File: config.mk
export PLATFORM = sky130hd
export DESIGN_NAME = mips_cpu_muldiv_flat
export DESIGN_NICKNAME = d
export VERILOG_FILES = /design/src/rtl/mips_cpu_pkg.sv /design/src/rtl/mips_cpu_muldiv_if.sv /design/src/rtl/mips_cpu_div_step.sv /design/src/rtl/mips_cpu_muldiv.sv /design/src/flat_wrapper.sv
export SDC_FILE = /design/constraint.sdc
export NUM_CORES = 1
export LEC_CHECK = 0
export ABC_AREA = 1
export BUFFER_PORTS_ARGS = -buffer_cell sky130_fd_sc_hd__buf_4
export CORE_ASPECT_RATIO = 1.25
export CORE_MARGIN = 5
export CORE_UTILIZATION = 40
export DETAILED_ROUTE_END_ITERATION = 7
export GPL_ROUTABILITY_DRIVEN = 1
export PLACE_DENSITY = 0.54
export REMOVE_ABC_BUFFERS = 1
export SLEW_MARGIN = 25
export SYNTH_ARGS = -nofsm -noshare
export SYNTH_HDL_FRONTEND = slang
export SYNTH_HIERARCHICAL = 1
export SYNTH_SLANG_ARGS = --single-unit
File: constraint.sdc
create_clock -name clk -period 4.2 [get_ports clk]
set_input_delay 1.05 -clock clk [delete_from_list [all_inputs] [get_ports clk]]
set_output_delay 1.05 -clock clk [all_outputs]
set_load 0.005 [all_outputs]
File: src/rtl/mips_cpu_pkg.sv
// mips_cpu_pkg: shared constants and types for the MIPS mul/div unit.
//   FUNCT_*         : R-type funct codes handled by the HI/LO unit
//   muldiv_state_t  : controller state encoding
package mips_cpu_pkg;

  localparam logic [5:0] FUNCT_MTHI  = 6'h11;
  localparam logic [5:0] FUNCT_MTLO  = 6'h13;
  localparam logic [5:0] FUNCT_MULT  = 6'h18;
  localparam logic [5:0] FUNCT_MULTU = 6'h19;
  localparam logic [5:0] FUNCT_DIV   = 6'h1A;
  localparam logic [5:0] FUNCT_DIVU  = 6'h1B;

  typedef enum logic [1:0] {
    IDLE = 2'd0,
    MUL  = 2'd1,
    DIV  = 2'd2,
    FIX  = 2'd3
  } muldiv_state_t;

endpackage

File: src/rtl/mips_cpu_muldiv_if.sv
// mips_cpu_muldiv_if: request/response bundle between the execute-stage
// controller (master) and the mul/div unit (slave).
//   start/funct/rs_content/rt_content : request, sampled on accept edge
//   busy/done/div_zero                : status
//   hi/lo                             : architectural HI/LO registers
interface mips_cpu_muldiv_if #(
  parameter int WIDTH = 32
);
  logic             start;
  logic [5:0]       funct;
  logic [WIDTH-1:0] rs_content;
  logic [WIDTH-1:0] rt_content;
  logic             busy;
  logic             done;
  logic             div_zero;
  logic [WIDTH-1:0] hi;
  logic [WIDTH-1:0] lo;

  modport master (
    output start, funct, rs_content, rt_content,
    input  busy, done, div_zero, hi, lo
  );

  modport slave (
    input  start, funct, rs_content, rt_content,
    output busy, done, div_zero, hi, lo
  );
endinterface

File: src/rtl/mips_cpu_div_step.sv
// mips_cpu_div_step: one combinational restoring-division step.
//   rem_in       : partial remainder (always < divisor)
//   dividend_bit : next dividend bit shifted into the remainder
//   divisor      : divisor magnitude
//   rem_out      : next partial remainder
//   q_bit        : quotient bit produced by this step
module mips_cpu_div_step #(
  parameter int WIDTH = 32
) (
  input  logic [WIDTH-1:0] rem_in,
  input  logic             dividend_bit,
  input  logic [WIDTH-1:0] divisor,
  output logic [WIDTH-1:0] rem_out,
  output logic             q_bit
);
  logic [WIDTH:0] shifted;
  logic [WIDTH:0] diff;

  assign shifted = {rem_in, dividend_bit};
  assign diff    = shifted - {1'b0, divisor};

  // rem_in < divisor bounds shifted below 2*divisor, so the top bit of the
  // difference is set exactly when the trial subtraction borrows.
  assign q_bit   = ~diff[WIDTH];
  assign rem_out = q_bit ? diff[WIDTH-1:0] : shifted[WIDTH-1:0];
endmodule

File: src/rtl/mips_cpu_muldiv.sv
// mips_cpu_muldiv: iterative radix-2 multiply/divide unit owning HI/LO.
//   clk, reset_n : clock, async active-low reset
//   bus (slave)  : start/funct/rs_content/rt_content request in,
//                  busy/done/div_zero status and hi/lo out
// One add-shift or restoring step per cycle on a shared 2*WIDTH register:
// upper half = running product high / partial remainder, lower half =
// multiplier being consumed / dividend shifting out and quotient shifting in.
module mips_cpu_muldiv
  import mips_cpu_pkg::*;
#(
  parameter int WIDTH = 32,
  parameter int CNT_W = $clog2(WIDTH+1)
) (
  input  logic             clk,
  input  logic             reset_n,
  mips_cpu_muldiv_if.slave bus
);

  muldiv_state_t      state, state_nxt;
  logic [CNT_W-1:0]   cnt;
  logic [2*WIDTH-1:0] acc;
  logic [WIDTH-1:0]   opnd;      // multiplicand or divisor magnitude
  logic               neg_q;     // negate product / quotient in FIX
  logic               neg_r;     // negate remainder in FIX
  logic               dz;        // divide-by-zero in flight
  logic               op_mul;
  logic [WIDTH-1:0]   hi_q, lo_q;
  logic               done_q, dz_q;

  // request decode
  logic             accept, is_mul, is_div, is_signed, rs_neg, rt_neg, rt_zero;
  logic [WIDTH-1:0] rs_mag, rt_mag;

  assign accept    = bus.start && (state == IDLE);
  assign is_mul    = (bus.funct == FUNCT_MULT) || (bus.funct == FUNCT_MULTU);
  assign is_div    = (bus.funct == FUNCT_DIV)  || (bus.funct == FUNCT_DIVU);
  assign is_signed = (bus.funct == FUNCT_MULT) || (bus.funct == FUNCT_DIV);
  assign rs_neg    = is_signed && bus.rs_content[WIDTH-1];
  assign rt_neg    = is_signed && bus.rt_content[WIDTH-1];
  assign rs_mag    = rs_neg ? -bus.rs_content : bus.rs_content;
  assign rt_mag    = rt_neg ? -bus.rt_content : bus.rt_content;
  assign rt_zero   = (bus.rt_content == '0);

  // multiply add-shift step
  logic [WIDTH:0]     mul_sum;
  logic [2*WIDTH-1:0] mul_nxt;
  assign mul_sum = {1'b0, acc[2*WIDTH-1:WIDTH]} + (acc[0] ? {1'b0, opnd} : '0);
  assign mul_nxt = {mul_sum, acc[WIDTH-1:1]};

  // restoring division step
  logic [WIDTH-1:0]   rem_nxt;
  logic               q_bit;
  logic [2*WIDTH-1:0] div_nxt;

  mips_cpu_div_step #(.WIDTH(WIDTH)) u_div_step (
    .rem_in       (acc[2*WIDTH-1:WIDTH]),
    .dividend_bit (acc[WIDTH-1]),
    .divisor      (opnd),
    .rem_out      (rem_nxt),
    .q_bit        (q_bit)
  );
  assign div_nxt = {rem_nxt, acc[WIDTH-2:0], q_bit};

  // sign fix-up
  logic [2*WIDTH-1:0] prod_fix;
  logic [WIDTH-1:0]   quot_fix, rem_fix;
  assign prod_fix = neg_q ? -acc : acc;
  assign quot_fix = neg_q ? -acc[WIDTH-1:0] : acc[WIDTH-1:0];
  assign rem_fix  = neg_r ? -acc[2*WIDTH-1:WIDTH] : acc[2*WIDTH-1:WIDTH];

  // state register
  always_ff @(posedge clk or negedge reset_n) begin
    if (!reset_n) state <= IDLE;
    else          state <= state_nxt;
  end

  // next state
  always_comb begin
    state_nxt = state;
    case (state)
      IDLE: begin
        if (accept && is_mul)      state_nxt = MUL;
        else if (accept && is_div) state_nxt = rt_zero ? FIX : DIV;
      end
      MUL, DIV: if (cnt == CNT_W'(1)) state_nxt = FIX;
      FIX:      state_nxt = IDLE;
      default:  state_nxt = IDLE;
    endcase
  end

  // datapath and HI/LO
  always_ff @(posedge clk or negedge reset_n) begin
    if (!reset_n) begin
      cnt    <= '0;
      acc    <= '0;
      opnd   <= '0;
      neg_q  <= 1'b0;
      neg_r  <= 1'b0;
      dz     <= 1'b0;
      op_mul <= 1'b0;
      hi_q   <= '0;
      lo_q   <= '0;
      done_q <= 1'b0;
      dz_q   <= 1'b0;
    end else begin
      done_q <= (state == FIX);
      dz_q   <= (state == FIX) && dz;
      case (state)
        IDLE: if (accept) begin
          case (bus.funct)
            FUNCT_MTHI: hi_q <= bus.rs_content;
            FUNCT_MTLO: lo_q <= bus.rs_content;
            FUNCT_MULT, FUNCT_MULTU: begin
              acc    <= {{WIDTH{1'b0}}, rt_mag};
              opnd   <= rs_mag;
              neg_q  <= rs_neg ^ rt_neg;
              neg_r  <= 1'b0;
              dz     <= 1'b0;
              op_mul <= 1'b1;
              cnt    <= CNT_W'(WIDTH);
            end
            FUNCT_DIV, FUNCT_DIVU: begin
              acc    <= {{WIDTH{1'b0}}, rs_mag};
              opnd   <= rt_mag;
              neg_q  <= rs_neg ^ rt_neg;
              neg_r  <= rs_neg;
              dz     <= rt_zero;
              op_mul <= 1'b0;
              cnt    <= CNT_W'(WIDTH);
            end
            default: ;
          endcase
        end
        MUL: begin
          acc <= mul_nxt;
          cnt <= cnt - CNT_W'(1);
        end
        DIV: begin
          acc <= div_nxt;
          cnt <= cnt - CNT_W'(1);
        end
        FIX: begin
          if (op_mul)   {hi_q, lo_q} <= prod_fix;
          else if (!dz) {hi_q, lo_q} <= {rem_fix, quot_fix};
        end
        default: ;
      endcase
    end
  end

  assign bus.busy     = (state != IDLE);
  assign bus.done     = done_q;
  assign bus.div_zero = dz_q;
  assign bus.hi       = hi_q;
  assign bus.lo       = lo_q;

endmodule

File: src/flat_wrapper.sv
// flat-port wrapper written by rule: the top's interface ports become plain ports
module mips_cpu_muldiv_flat import mips_cpu_pkg::*;
#(
  parameter int WIDTH = 32,
  parameter int CNT_W = $clog2(WIDTH+1)
)
  (clk, reset_n, bus_start, bus_funct, bus_rs_content, bus_rt_content, bus_busy, bus_done, bus_div_zero, bus_hi, bus_lo);
  mips_cpu_muldiv_if #(.WIDTH(WIDTH)) bus_i ();
  input  logic clk;
  input  logic reset_n;
  input wire logic [$bits(bus_i.start)-1:0] bus_start;
  input wire logic [$bits(bus_i.funct)-1:0] bus_funct;
  input wire logic [$bits(bus_i.rs_content)-1:0] bus_rs_content;
  input wire logic [$bits(bus_i.rt_content)-1:0] bus_rt_content;
  output wire logic [$bits(bus_i.busy)-1:0] bus_busy;
  output wire logic [$bits(bus_i.done)-1:0] bus_done;
  output wire logic [$bits(bus_i.div_zero)-1:0] bus_div_zero;
  output wire logic [$bits(bus_i.hi)-1:0] bus_hi;
  output wire logic [$bits(bus_i.lo)-1:0] bus_lo;
  assign bus_i.start = bus_start;
  assign bus_i.funct = bus_funct;
  assign bus_i.rs_content = bus_rs_content;
  assign bus_i.rt_content = bus_rt_content;
  assign bus_busy = bus_i.busy;
  assign bus_done = bus_i.done;
  assign bus_div_zero = bus_i.div_zero;
  assign bus_hi = bus_i.hi;
  assign bus_lo = bus_i.lo;
  mips_cpu_muldiv #(.WIDTH(WIDTH), .CNT_W(CNT_W)) u_core (.clk(clk), .reset_n(reset_n), .bus(bus_i));
endmodule
Yosys cells after proc, flatten, opt, wreduce, memory -nomap -nowiden

Index checks and enable logic that the tools add are counted.

Add/subtract/negate cells: 8
Multipliers: 0
Div/mod/pow operators: 0
Order comparisons: 0
Equality and inequality tests: 18
Shift operators: 0
Muxes and demuxes: 32
Bitwise logic cells: 2
Reductions and logical operators: 27

Operators with widths:

| cell                 | number |
|---|---|
| $mux W32             | 14 |
| $pmux W32 S2         | 3 |
| $pmux W64 S3         | 1 |
| $mux W64             | 2 |
| $neg A32 Y32         | 4 |
| $pmux W64 S2         | 1 |
| $neg A64 Y64         | 1 |
| $eq A6 B5 Y1 const B | 6 |
| $add A32 B33 Y33     | 1 |
| $sub A33 B32 Y33     | 1 |
| $logic_not A32 Y1    | 1 |
| $mux W6              | 2 |
| $pmux W6 S2          | 1 |
| $reduce_and A3 Y1    | 4 |
| $ne A3 B3 Y1 const B | 3 |
| $reduce_and A4 Y1    | 2 |
| $reduce_bool A2 Y1   | 4 |
| $eq A6 B1 Y1 const B | 1 |
| $logic_and A1 B1 Y1  | 6 |
| $mux W2              | 3 |
| $ne A2 B2 Y1 const B | 3 |
| $pmux W1 S2          | 3 |
| $pmux W2 S3          | 1 |
| $reduce_or A2 Y1     | 3 |
| other kinds (12)     | 16 |

Register bits after elaboration: 174
Latch bits: 0
Memory bits (writable): 0
ROM bits: 0
Input bits: 73
Output and inout port bits: 67
Logic and storage cells: 99
Memories: 0

Depth between registers and ports, before layout

Word-level depth: 7
Depth in mapped cells: 21
Mapped depth without buffers: 20

Hierarchy

The synthesis kept the hierarchy.

Modules (own cells, without submodules):

| module            | instances | cells each | area an instance (um^2) | seq. area each (um^2) |
|---|---|---|---|---|
| mips_cpu_muldiv   | 1         | 2532       | 15544.9                 | 4354.2 |
| mips_cpu_div_step | 1         | 680        | 3150.5                  | 0.0 |

Least setup slack after synthesis

OpenSTA, ideal clock, no wires.

Path kind: register to register
From: register u_core.acc[0]
To: register u_core.acc[53]
Library setup time: 0.117 ns
Data arrival time: 2.289 ns
Data required time: 4.083 ns
Setup slack: 1.794 ns
Cell stages (with the launch flop): 22
Buffers on the path: 2
Clock period less this slack: 2.406 ns
Cells stage by stage: dfrtp_1 -> buf_6 -> clkbuf_1 -> nand2_1 -> inv_1 -> ha_1 -> inv_1 -> fa_1 -> inv_1 -> nand3_1 -> nand2_1 -> nand2_1 -> nand2_1 -> nand3_1 -> nand2_1 -> nand2_1 -> nand2_1 -> nand2_1 -> nand3_1 -> nand2_1 -> nand2_1 -> nand2_1

Longest elaborated chain between the ends: 3

Ends and longest elaborated chain:

| element                | RTL line               | text |
|---|---|---|
| from (decl)            | mips_cpu_muldiv.sv:21  | `logic [2*WIDTH-1:0] acc;` |
| from (signal assigned) | mips_cpu_muldiv.sv:114 | `acc <= {{WIDTH{1'b0}}, rt_mag};` |
| from (signal assigned) | mips_cpu_muldiv.sv:123 | `acc <= {{WIDTH{1'b0}}, rs_mag};` |
| from (signal assigned) | mips_cpu_muldiv.sv:135 | `acc <= mul_nxt;` |
| $mux W32               | mips_cpu_muldiv.sv:47  | `assign mul_sum = {1'b0, acc[2*WIDTH-1:WIDTH]} + (acc[0] ? {1'b0, opnd} : '0);` |
| $add A32 B33 Y33       | mips_cpu_muldiv.sv:47  |  |
| $pmux W64 S3           | mips_cpu_muldiv.sv:108 | `case (state)` |

No other way between the ends.
A chain may end at the register's enable or synchronous reset.

Worst setup path in the final report

From: register u_core.acc[31]
To: register u_core.acc[45]

Longest elaborated chain between the ends: 3

Ends and longest elaborated chain:

| element                | RTL line                | text |
|---|---|---|
| $sub A33 B32 Y33       | mips_cpu_div_step.sv:20 | `assign diff = shifted - {1'b0, divisor};` |
| $mux W32               | mips_cpu_div_step.sv:25 | `assign rem_out = q_bit ? diff[WIDTH-1:0] : shifted[WIDTH-1:0];` |
| via u_core.rem_nxt[13] | mips_cpu_muldiv.sv:51   | `logic [WIDTH-1:0] rem_nxt;` |
| $pmux W64 S3           | mips_cpu_muldiv.sv:108  |  |

The timed path passes the listed nets, and every way through them passes these cells.

==> results_dict.tcl <==
set metrics [dict create \
    clock_skew_ns 0.01090 \
    min_path_type "reg -> reg" \
    grt_pass1_wl_um 128900 \
    synthFlopType "dfrtp_1" \
    startpoint_type "flop" \
    worstSkewPairLatency_ns 0.46 \
    synth_area_per_cell_um2 5.820 \
    place_inst 3879 \
    fin_tns_setup_ns 0 \
    max_freq_mhz 329.9 \
    grt_pass1_vias 21257 \
    rows 88 \
    peakVddDrop_mv 0.5140 \
    grt_max_degree 83 \
    tightest_slew_ns 1.011 \
    gp_congestion 1.021 \
    p_per_area_mw_per_mm2 1043 \
    clockBufferDepth 2 \
    fin_area_mm2 0.02086 \
    synthTopCellsByArea "dfrtp_1 (23%), nand2_1 (23%), inv_1 (9.2%), nand3_1 (7.1%), nor2_1 (7.0%)" \
    initial_core_util_pct 40.43 \
    cap_violations 0 \
    ys_warn_count 6 \
    nets 3463 \
    pwr-share-clk_pct 7.6 \
    htreeDepth 4 \
    drc 0 \
    clockRootBuffer "clkbuf_16" \
    track_usage_pct 33.39 \
    fp.dieH_um 251.7 \
    numCtsBuffers 17 \
    drt-initial-drc-count 2083 \
    hold_viol_final 0 \
    outcome "completed" \
    p_leak_nw 11.39 \
    post_cts_buffers 0 \
    yosysSeqAreaShare_pct 23.29 \
    final_max_slew_viol_count 0 \
    ctsHoldBuffers 0 \
    worstPathMaxFanout 33 \
    ctsResizeCount 0 \
    combPwrFrac_pct 75.9 \
    synth_most_common_cell "nand2_1" \
    antenna_found_initial 1 \
    synth_common_cells "nand2_1 (1,125), inv_1 (457), nor2_1 (349), nand3_1 (265), dfrtp_1 (174)" \
    hpwl_um 71610 \
    cp_data_required_time_ns 4.58 \
    placed_cell_area_mm2 0.02028 \
    numClockSinks 174 \
    clk_pin_slew_ns 0.08 \
    syn_to_final_growth_pct 11.59 \
    yosysTopAreaCell "dfrtp_1" \
    fin_ws_ns 1.169 \
    io_buffers 139 \
    power_mw 21.75 \
    relSlewSlack_pct 32.32 \
    post_drt_wl_per_cell_um 22.49 \
    place_ws_ns 0.9823 \
    sequentialPowerShare_pct 16.6 \
    crit_type "reg -> reg" \
    min_period_ns 3.031 \
    die_width_um 203.4 \
    first_pass_iters 8 \
    switching_share_pct 61.30 \
    final_util_pct 45.11 \
    setup_viol 0 \
    end_kind "flop" \
    antenna_cells 0 \
    synth_top_area_share_pct 23.29 \
    antenna_left 0 \
    arrival_ns 3.41 \
    hold_ws_ns 0.4928 \
    vias 21972 \
    syn_area_mm2 0.01870 \
    wl_um 87940 \
    ys_ff_latch 174 \
    intPower_mw 8.418 \
    syn_inst 3212 \
    design.core.area_mm2 0.04624 \
    synthArstFlopShare_pct 100.0 \
    drive_above_1_share_pct 9.591 \
    p_sw_mw 13.34 \
    cts_tree "yes" \
    io_pins 140 \
    rsz0062_at_grt "no" \
    finalCritPeriodShare_pct 72.17 \
    final-instance-count-excl-fill 3911 \
    synth_edf_count 0 \
    ys_types 54 \
    avgViaCountPerCell 5.618 \
    die-area_mm2 0.05119 \
    gr-total-overflow 0 \
]
flip-flops by register name, summed over array words and instances, names as in the netlist:
signal and flops:
u_core/acc 64, u_core/bus.hi 32, u_core/bus.lo 32, u_core/opnd 32, u_core/cnt 6, u_core/state 2, u_core/bus.div_zero 1, u_core/bus.done 1
u_core/dz 1, u_core/neg_q 1, u_core/neg_r 1, u_core/op_mul 1
area by class of cell:
class | count | area (um2)
clock buffers | 17 | 425.4
well taps | 585 | 732.0
clock inverters | 15 | 156.4
inverters | 479 | 1800
multi-input cells | 2466 | 12050
flip-flops and latches | 174 | 4354
fillers | 5185 | 25380
repair buffers | 175 | 1345
placed cells by master, fill, tap and decap left out, types with 4 or more instances in the layout:
cell type / Yosys / layout
inv_1: 457 / 457
nand2_1: 1125 / 1124
o21bai_1: 23 / 23
o211ai_1: 21 / 21
nand4_1: 48 / 48
nand3b_1: 9 / 9
ha_1: 75 / 74
clkinv_4: 0 / 4
clkbuf_16: 0 / 17
inv_6: 0 / 4
a31oi_1: 26 / 26
or2_2: 7 / 7
nor2_8: 5 / 5
o21ai_2: 4 / 4
nand2_2: 28 / 29
o21ai_1: 16 / 16
and2_1: 5 / 5
nor2_1: 349 / 349
nor3_1: 34 / 34
xnor2_1: 6 / 6
o21ai_0: 138 / 138
clkinv_2: 1 / 4
o22ai_1: 36 / 36
nand2_4: 7 / 7
a22oi_1: 9 / 9
xor2_1: 49 / 49
dfrtp_1: 174 / 174
nand3_1: 265 / 265
nor2_4: 9 / 9
buf_4: 10 / 172
o221ai_1: 9 / 9
nor2_2: 11 / 11
inv_2: 17 / 17
a21oi_1: 118 / 118
nand3_2: 7 / 7
a21oi_2: 5 / 5
per-layer routing:
layer	up-vias	share of wire (%)	track usage (%)
met5	-	0	0
met4	0	7.9	22.27
met3	255	6.0	3.831
met2	986	49	58.47
met1	10319	37	38.26
li1	10412	-	-
power groups by stage:
stage,Clock [mW],Combinational (mW),Sequential (mW)
after global routing,1.74,18.3,3.64
after global placement,0,16.2,3.59
after floorplan,0,10.8,3.13
after detailed placement,0,16.2,3.60
final,1.65,16.5,3.61
after CTS,1.68,16.3,3.57
path summary, 6_finish.rpt:
path / startpoint / end / slack, ns / cells past startpoint
hold reg to reg: u_core/bus.lo[30] / u_core/bus.lo[30] / 0.49 / 2
min in group asynchronous: reset_n / u_core/acc[56] / 0.64 / 1
hold / removal: u_core/bus.lo[30] / u_core/bus.lo[30] / 0.49 / 2
max in group asynchronous: reset_n / u_core/acc[23] / 2.65 / 2
setup / recovery: u_core/acc[31] / u_core/acc[45] / 1.17 / 20
setup reg to reg: u_core/acc[31] / u_core/acc[45] / 1.17 / 20
critical path, stage by stage, from the launching register on:
cell,delay (ns)
dfrtp_1,0.45
inv_1,0.07
ha_1,0.23
fa_1,0.43
inv_1,0.12
nand2_1,0.06
nand2_1,0.08
nand3_1,0.08
nand2_2,0.12
nand2_1,0.07
nand2_2,0.10
nand2_2,0.08
nand2_2,0.08
nand2_2,0.07
nand2_4,0.30
nand2_1,0.16
nand2_1,0.10
nand2_1,0.07
nand2_1,0.12
nand2_1,0.06
o21ai_0,0.08
cell families (layout without fill, tap and decap cells):
| logic type | after synthesis | in the layout | synth area share (%) |
|---|---|---|---|
| AOI/OAI and AO/OA | 412 | 412 | 12.68 |
| adders and majority gates | 77 | 77 | 5.234 |
| DFF | 174 | 174 | 23.29 |
| xor gates and xnor gates | 55 | 55 | 2.577 |
| buffers and inverters | 572 | 686 | 12.34 |
| and+or+nand+nor | 1922 | 1922 | 43.88 |
(Power assumes the default switching activity.)
